**config.mk**
```make
export PLATFORM = sky130hd
export DESIGN_NAME = atm_session_ctrl
export DESIGN_NICKNAME = d
export VERILOG_FILES = /design/src/rtl/atm_session_ctrl.sv
export SDC_FILE = /design/constraint.sdc
export NUM_CORES = 1
export LEC_CHECK = 0
export ABC_AREA = 1
export BUFFER_PORTS_ARGS = -buffer_cell sky130_fd_sc_hd__clkbuf_2
export CAP_MARGIN = 40
export CORE_ASPECT_RATIO = 0.75
export CORE_MARGIN = 4
export CORE_UTILIZATION = 45
export CTS_CLUSTER_SIZE = 28
export DETAILED_ROUTE_END_ITERATION = 6
export GPL_TIMING_DRIVEN = 0
export PLACE_DENSITY = 0.77
export SLEW_MARGIN = 20
export SYNTH_ARGS = -nofsm -noshare
export SYNTH_HDL_FRONTEND = slang
export SYNTH_SLANG_ARGS = --single-unit
```
**constraint.sdc**
```tcl
create_clock -name clk -period 1.7 [get_ports clk]
set_input_delay 0.17 -clock clk [delete_from_list [all_inputs] [get_ports clk]]
set_output_delay 0.17 -clock clk [all_outputs]
set_load 0.01 [all_outputs]
```
**src/rtl/atm_session_ctrl.sv**
```systemverilog
// Session/menu sequencer in front of the ATM transaction core: button edges, menu navigation,
// the ready/status handshake for transactions, PIN lockout and inactivity logout.
//
// state        | meaning
// S_IDLE       | no session, waiting for card/account entry
// S_ACC_NUM    | account number entry, enter starts a core transaction
// S_PIN_INPUT  | PIN entry, enter starts a core transaction
// S_MENU       | main menu, enter picks a branch by menu_sel
// S_SHOW_BAL   | balances display
// S_CONVERT    | currency conversion start page
// S_SEL_CONV_1 | choose source currency
// S_SEL_CONV_2 | choose target currency, enter runs the conversion
// S_WITHDRAW   | withdraw start page
// S_SEL_AMT_WD | choose amount, enter runs the withdrawal
// S_TRANSFER   | transfer start page, enter validates the destination
// S_SEL_CUR_TR | choose transfer currency
// S_SEL_AMT_TR | choose amount, enter runs the transfer
// S_ERROR      | error message hold
// S_SUCCESS    | success message hold
module atm_session_ctrl #(
   parameter int STATUS_LAT    = 2,
   parameter int MSG_CYCLES    = 8,
   parameter int TIMEOUT       = 1000,
   parameter int MAX_PIN_TRIES = 3
) (
   input  logic        clk,
   input  logic        rst,
   input  logic        btn_enter,
   input  logic        btn_back,
   input  logic [1:0]  menu_sel,
   input  logic [3:0]  status_code,
   output logic [15:0] current_state,
   output logic        ready,
   output logic        busy,
   output logic        authenticated,
   output logic        locked
);

   localparam int LAT_W = $clog2(STATUS_LAT + 1);
   localparam int MSG_W = (MSG_CYCLES > 1) ? $clog2(MSG_CYCLES) : 1;
   localparam int TMO_W = (TIMEOUT > 1) ? $clog2(TIMEOUT) : 1;

   localparam logic [LAT_W-1:0] LAT_LOAD = LAT_W'(STATUS_LAT);
   localparam logic [MSG_W-1:0] MSG_LOAD = MSG_W'(MSG_CYCLES - 1);
   localparam logic [TMO_W-1:0] TMO_LOAD = TMO_W'(TIMEOUT - 1);

   typedef enum logic [3:0] {
      S_IDLE       = 4'd0,
      S_ACC_NUM    = 4'd1,
      S_PIN_INPUT  = 4'd2,
      S_MENU       = 4'd3,
      S_SHOW_BAL   = 4'd4,
      S_CONVERT    = 4'd5,
      S_SEL_CONV_1 = 4'd6,
      S_SEL_CONV_2 = 4'd7,
      S_WITHDRAW   = 4'd8,
      S_SEL_AMT_WD = 4'd9,
      S_TRANSFER   = 4'd10,
      S_SEL_CUR_TR = 4'd11,
      S_SEL_AMT_TR = 4'd12,
      S_ERROR      = 4'd13,
      S_SUCCESS    = 4'd14
   } state_t;

   state_t           state_q;
   state_t           state_nxt;
   logic             enter_q;
   logic             back_q;
   logic             enter_ev;
   logic             back_ev;
   logic [LAT_W-1:0] lat_q;
   logic [MSG_W-1:0] msg_q;
   logic [TMO_W-1:0] tmo_q;
   logic [1:0]       fail_q;
   logic [1:0]       fail_inc;
   logic             is_msg;
   logic             is_txn;
   logic             start_txn;
   logic             set_auth;
   logic             clr_auth;
   logic             pin_fail;

   // Events are dropped entirely while a transaction is in flight.
   assign enter_ev = btn_enter & ~enter_q & ~busy;
   assign back_ev  = btn_back  & ~back_q  & ~busy;
   assign is_msg   = (state_q == S_ERROR) || (state_q == S_SUCCESS);
   assign fail_inc = (fail_q == 2'd3) ? 2'd3 : fail_q + 2'd1;

   always_comb begin
      is_txn = 1'b0;
      case (state_q)
         S_ACC_NUM, S_PIN_INPUT, S_SEL_CONV_2,
         S_SEL_AMT_WD, S_TRANSFER, S_SEL_AMT_TR: is_txn = 1'b1;
         default:                                 is_txn = 1'b0;
      endcase
   end

   always_ff @(posedge clk) begin
      if (rst) begin
         state_q <= S_IDLE;
      end else begin
         state_q <= state_nxt;
      end
   end

   always_comb begin
      state_nxt = state_q;
      start_txn = 1'b0;
      set_auth  = 1'b0;
      clr_auth  = 1'b0;
      pin_fail  = 1'b0;
      if (busy) begin
         if (lat_q == '0) begin
            if (status_code == 4'd1) begin
               case (state_q)
                  S_ACC_NUM:   state_nxt = S_PIN_INPUT;
                  S_PIN_INPUT: begin
                     state_nxt = S_MENU;
                     set_auth  = 1'b1;
                  end
                  S_TRANSFER:  state_nxt = S_SEL_CUR_TR;
                  default:     state_nxt = S_SUCCESS;
               endcase
            end else begin
               state_nxt = S_ERROR;
               pin_fail  = (state_q == S_PIN_INPUT);
            end
         end
      end else if (back_ev) begin
         if (state_q != S_IDLE) begin
            if (authenticated && state_q != S_MENU) begin
               state_nxt = S_MENU;
            end else begin
               state_nxt = S_IDLE;
               clr_auth  = 1'b1;
            end
         end
      end else if (enter_ev && !is_msg) begin
         if (is_txn) begin
            start_txn = 1'b1;
         end else begin
            case (state_q)
               S_IDLE:       if (!locked) state_nxt = S_ACC_NUM;
               S_MENU: begin
                  case (menu_sel)
                     2'd0:    state_nxt = S_SHOW_BAL;
                     2'd1:    state_nxt = S_CONVERT;
                     2'd2:    state_nxt = S_WITHDRAW;
                     default: state_nxt = S_TRANSFER;
                  endcase
               end
               S_SHOW_BAL:   state_nxt = S_MENU;
               S_CONVERT:    state_nxt = S_SEL_CONV_1;
               S_SEL_CONV_1: state_nxt = S_SEL_CONV_2;
               S_WITHDRAW:   state_nxt = S_SEL_AMT_WD;
               S_SEL_CUR_TR: state_nxt = S_SEL_AMT_TR;
               default:      state_nxt = state_q;
            endcase
         end
      end else if (is_msg && msg_q == '0) begin
         state_nxt = authenticated ? S_MENU : S_IDLE;
      end else if (state_q != S_IDLE && !enter_ev && tmo_q == '0) begin
         state_nxt = S_IDLE;
         clr_auth  = 1'b1;
      end
   end

   always_comb begin
      current_state          = '0;
      current_state[state_q] = 1'b1;
   end

   always_ff @(posedge clk) begin
      if (rst) begin
         enter_q       <= 1'b0;
         back_q        <= 1'b0;
         ready         <= 1'b0;
         busy          <= 1'b0;
         lat_q         <= '0;
         msg_q         <= '0;
         tmo_q         <= '0;
         fail_q        <= 2'd0;
         authenticated <= 1'b0;
         locked        <= 1'b0;
      end else begin
         enter_q <= btn_enter;
         back_q  <= btn_back;
         ready   <= start_txn;

         // lat_q counts down to the status sampling cycle.
         if (start_txn) begin
            busy  <= 1'b1;
            lat_q <= LAT_LOAD;
         end else if (busy) begin
            if (lat_q == '0) begin
               busy <= 1'b0;
            end else begin
               lat_q <= lat_q - 1'b1;
            end
         end

         if (state_nxt != state_q && (state_nxt == S_ERROR || state_nxt == S_SUCCESS)) begin
            msg_q <= MSG_LOAD;
         end else if (is_msg && msg_q != '0) begin
            msg_q <= msg_q - 1'b1;
         end

         if (state_nxt != state_q || enter_ev || back_ev) begin
            tmo_q <= TMO_LOAD;
         end else if (state_q != S_IDLE && !busy && tmo_q != '0) begin
            tmo_q <= tmo_q - 1'b1;
         end

         if (set_auth) begin
            authenticated <= 1'b1;
         end else if (clr_auth) begin
            authenticated <= 1'b0;
         end

         if (set_auth) begin
            fail_q <= 2'd0;
         end else if (pin_fail) begin
            fail_q <= fail_inc;
         end

         if (pin_fail && 32'(fail_inc) >= MAX_PIN_TRIES) begin
            locked <= 1'b1;
         end
      end
   end

endmodule

```
==> metrics.md <==
| Metric | Value |
|---|---|
| Crit path largest cell delay | `0.44 ns` |
| Max-Cap Viols | `0` |
| Clock power frac | `18.3%` |
| Hold Path Sink | `back_q$_SDFF_PP0_` |
| Pre-antenna DRT Iters | `4` |
| Unrepaired setup endpoints after global routing | `true` |
| Violated checks | `negative setup slack` |
| Fraction of layout cells with a size suffix above 1 | `44.9%` |
| Via density | `5.20` |
| Synth-to-Final Area Change | `36.0%` |
| Initial Util | `47.1%` |
| Post-route ant nets | `0` |
| Hold buffers post-CTS | `0` |
| Drt drc | `0` |
| Pint | `1.18 mW` |
| Overall power | `2.04 mW` |
| Per-cell routed wire length | `14.4 µm` |
| Max-slew violation count | `0` |
| TritonCTS Buffers | `3` |
| IO Pins | `30` |
| Setup Crit Path Kind | `flip-flop to flip-flop` |
| Total number of vias | `2277` |
| Placed insts | `409` |
| Initial antenna violation count | `0` |
| Synth top area share | `25.5%` |
| PwrDens | `707 nW/µm²` |
| Longest Clk Path Bufs | `2` |
| Post-Synth Adder-Cell Area | `2.37%` |
| Synth Area in Compound Gates | `9.11%` |
| Full die area | `5870 µm²` |
| Minimum clock period | `2.01 ns` |
| # rows | `21` |
| IR drop worst, VDD | `0.000426 V` |
| Total grt overflow | `0` |
| R2r setup slk | `-0.31 ns` |
| Cells along the critical path | `clkinvlp_4 -> nor2_4 -> nand2_2 -> nand2_1 -> a21oi_1 -> nand2_1 -> nand3_2 -> nand2_4 -> nand2_4 -> nand2_4 -> nand2_8 -> nor2_4 -> nand4_1 -> nand2_1 -> inv_1` |
| Final hold violation count | `0` |
| Post-DP HPWL | `3940 µm` |
| Sequential power share | `35.8%` |
| Largest family of logic cells by synthesized area | `simple AND/OR/NAND/NOR gates` |
| Design area | `2880 µm²` |
| Fin nets | `396` |
| Die width | `87.2 µm` |
| Post-synthesis mux area share | `0%` |
| Min-delay src | `btn_back` |
| DIE HEIGHT | `67.4 µm` |
| Detailed Route Iter0 Violations | `225` |
| Status | `complete, but fails checks` |
| Syn avg cell area | `6.55 µm²` |
| Global-route wire length before repair | `9380 µm` |
| Worst-skew pair later-pin latency | `0.28 ns` |
| Placed cell area | `2380 µm²` |
| R2R cell count | `15` |
| Post-Synth XOR/XNOR Area | `4.55%` |
| Core ar. | `4490 µm²` |
| Synth area leader | `dfxtp_1` |
| Clk root buf | `clkbuf_8` |
| Filler cell count | `392` |
| Reg2reg start | `state_q[3]$_SDFF_PP0_` |
| Post-synth net total | `337` |
| Combinational Power Share | `45.9%` |
| Simple-gate share of the synthesized area | `45.4%` |
| Clk slew on worst S/H paths | `0.10 ns` |
| Via count of the first global-routing pass | `1980` |
| CTS Sinks | `27` |
| Synth Warn # | `0` |
| ANT cells | `0` |
| Depth of the CTS H-tree | `1` |
| Synth top area cells | `dfxtp_1 (26%), nand2_1 (10%), inv_1 (10%)` |
| Port bufs | `29` |
| CP max FO | `6` |
| Switching share of power | `42.2%` |
| Reg2reg end | `tmo_q[2]$_SDFFE_PP0P_` |
| Distinct cell type count after synthesis | `37` |
| Hold Crit Depth | `3` |
| Crit start category | `flip-flop` |
| Data arrival, critical path | `2.18 ns` |
| CP required | `1.88 ns` |
| Fin cells | `438` |
| Slowest-stage cell, CP | `dfxtp_4` |
| Register bit count reported by yosys | `27` |
| Register area share after synthesis | `25.5%` |
| Final setup margin | `-0.307 ns` |
| RePlAce Congestion | `0.927` |
| CTS tree | `done` |
| Fin crit share | `118%` |
| Maximum clock rate | `498 MHz` |
| GRT Overall Usage | `20.3%` |
| Static leakage | `1.51 nW` |
| Final WL | `6310 µm` |
| Crit path capture type | `flip-flop` |
| Mapped Area | `2120 µm²` |
| Largest net degree at the start of global routing | `16` |
| Hold crit path type | `primary input to flip-flop` |
| Cells after Synth | `323` |
| Tightest Pin Transition | `0.601 ns` |
| Slew headroom | `59.9%` |
| Final clock skew | `0.00883 ns` |
| Switching Power | `0.859 mW` |
| Final setup vio count | `16` |
| Hold WS | `0.107 ns` |
[cell usage in the layout (no fill, tap or decap), types with 4 or more instances in the layout]
cell	n
inv_2	11
buf_4	21
nand2_4	18
nand3_1	10
nand2_2	19
nor2_4	15
a21oi_1	9
clkbuf_2	29
nor2_1	34
nor2_2	10
o21ai_1	4
o21ai_0	5
xor2_1	11
inv_1	49
nand4_1	8
nand2_1	46
dfxtp_1	20
nand3_2	10
dfxtp_4	4
[Yosys cell counts (all sizes together)]
library cell / count
nand4: 9
o21bai: 1
o21a: 1
nand2: 84
nor3: 4
a31oi: 1
a2111oi: 1
clkbuf: 1
ha: 4
or2: 2
nand3b: 1
clkinv: 1
nor2: 59
a221oi: 1
nand3: 21
o21ai: 10
dfxtp: 27
xor2: 11
nor4: 1
o22ai: 1
inv: 66
buf: 3
a21oi: 13
[power groups by stage]
stage	combinational (mW)	sequential [mW]	clock (mW)
2_1_floorplan	0.553	0.716	0
3_3_place_gp	0.678	0.723	0
3_5_place_dp	0.688	0.724	0
4_1_cts	0.807	0.714	0.386
5_1_grt	1.02	0.733	0.406
6_report	0.935	0.729	0.372
[metrics by stage]
step,util [%],worst slack [ns],setup TNS [ns]
after floorplan,-,-0.0540,-0.500
after global placement,52.9,-0.340,-4.04
after global routing,64.0,-0.482,-5.94
final,64.0,-0.307,-3.81
after CTS,59.0,-0.242,-2.70
after detailed placement,52.9,-0.371,-4.64
[worst max-delay path by stage]
stage                           from                    end  slack [ns]  depth (start not counted)
3_3_place_gp   state_q[1]$_SDFF_PP0_  msg_q[1]$_SDFFE_PP0P_       -0.34                         13
5_1_grt        state_q[1]$_SDFF_PP0_  tmo_q[8]$_SDFFE_PP0P_       -0.48                         14
2_1_floorplan  state_q[0]$_SDFF_PP0_  msg_q[1]$_SDFFE_PP0P_       -0.05                         13
6_report       state_q[3]$_SDFF_PP0_  tmo_q[2]$_SDFFE_PP0P_       -0.31                         15
3_5_place_dp   state_q[1]$_SDFF_PP0_  msg_q[1]$_SDFFE_PP0P_       -0.37                         15
4_1_cts        state_q[2]$_SDFF_PP0_  tmo_q[2]$_SDFFE_PP0P_       -0.24                         17
[timing repair]
item	4_1_cts	5_1_grt
setup endpoints to repair	15	16
buffers inserted	11	12
pin swaps	11	23
gates resized for setup	33	43
cloned	3	0
[kinds of logic (layout without fill, tap and decap cells)]
kind of cell | count (synthesis) | in the layout
simple gates | 181 | 184
compound gates | 29 | 29
flops | 27 | 27
fa+ha+maj | 4 | 4
xor+xnor | 11 | 11
buf+inv | 71 | 126
[layout make-up]
type / instances / area (µm²) / area share (%)
Clock buffer: 3 / 41.3 / 1.43
Buffer: 3 / 20.0 / 0.696
Clock inverter: 1 / 5.00 / 0.174
Sequential cell: 27 / 559 / 19.4
Multi-Input combinational cell: 228 / 1580 / 54.9
Timing Repair Buffer: 52 / 325 / 11.3
Inverter: 67 / 277 / 9.61
Tap cell: 57 / 71.3 / 2.48
[worst max-delay path: cells and delay by family, from the launching register on]
| family | cells | cell delay (ns) |
|---|---|---|
| buf+inv | 2 | 0.22 |
| compound gates | 1 | 0.05 |
| simple gates | 12 | 1.19 |
| flops | 1 | 0.44 |
[metal layers]
metal / GRT usage [%] / part of all wire [%]
met4: 2.68 / 1.5
met2: 33.5 / 47
met1: 28.1 / 42
met5: 0 / 0
met3: 4.15 / 9.9
[registers in the layout, summed over array words and instances (netlist names)]
signal / cells
tmo_q: 10
state_q: 4
msg_q: 3
fail_q: 2
lat_q: 2
authenticated: 1
back_q: 1
busy: 1
enter_q: 1
locked: 1
ready: 1
(Power assumes the default switching activity.)
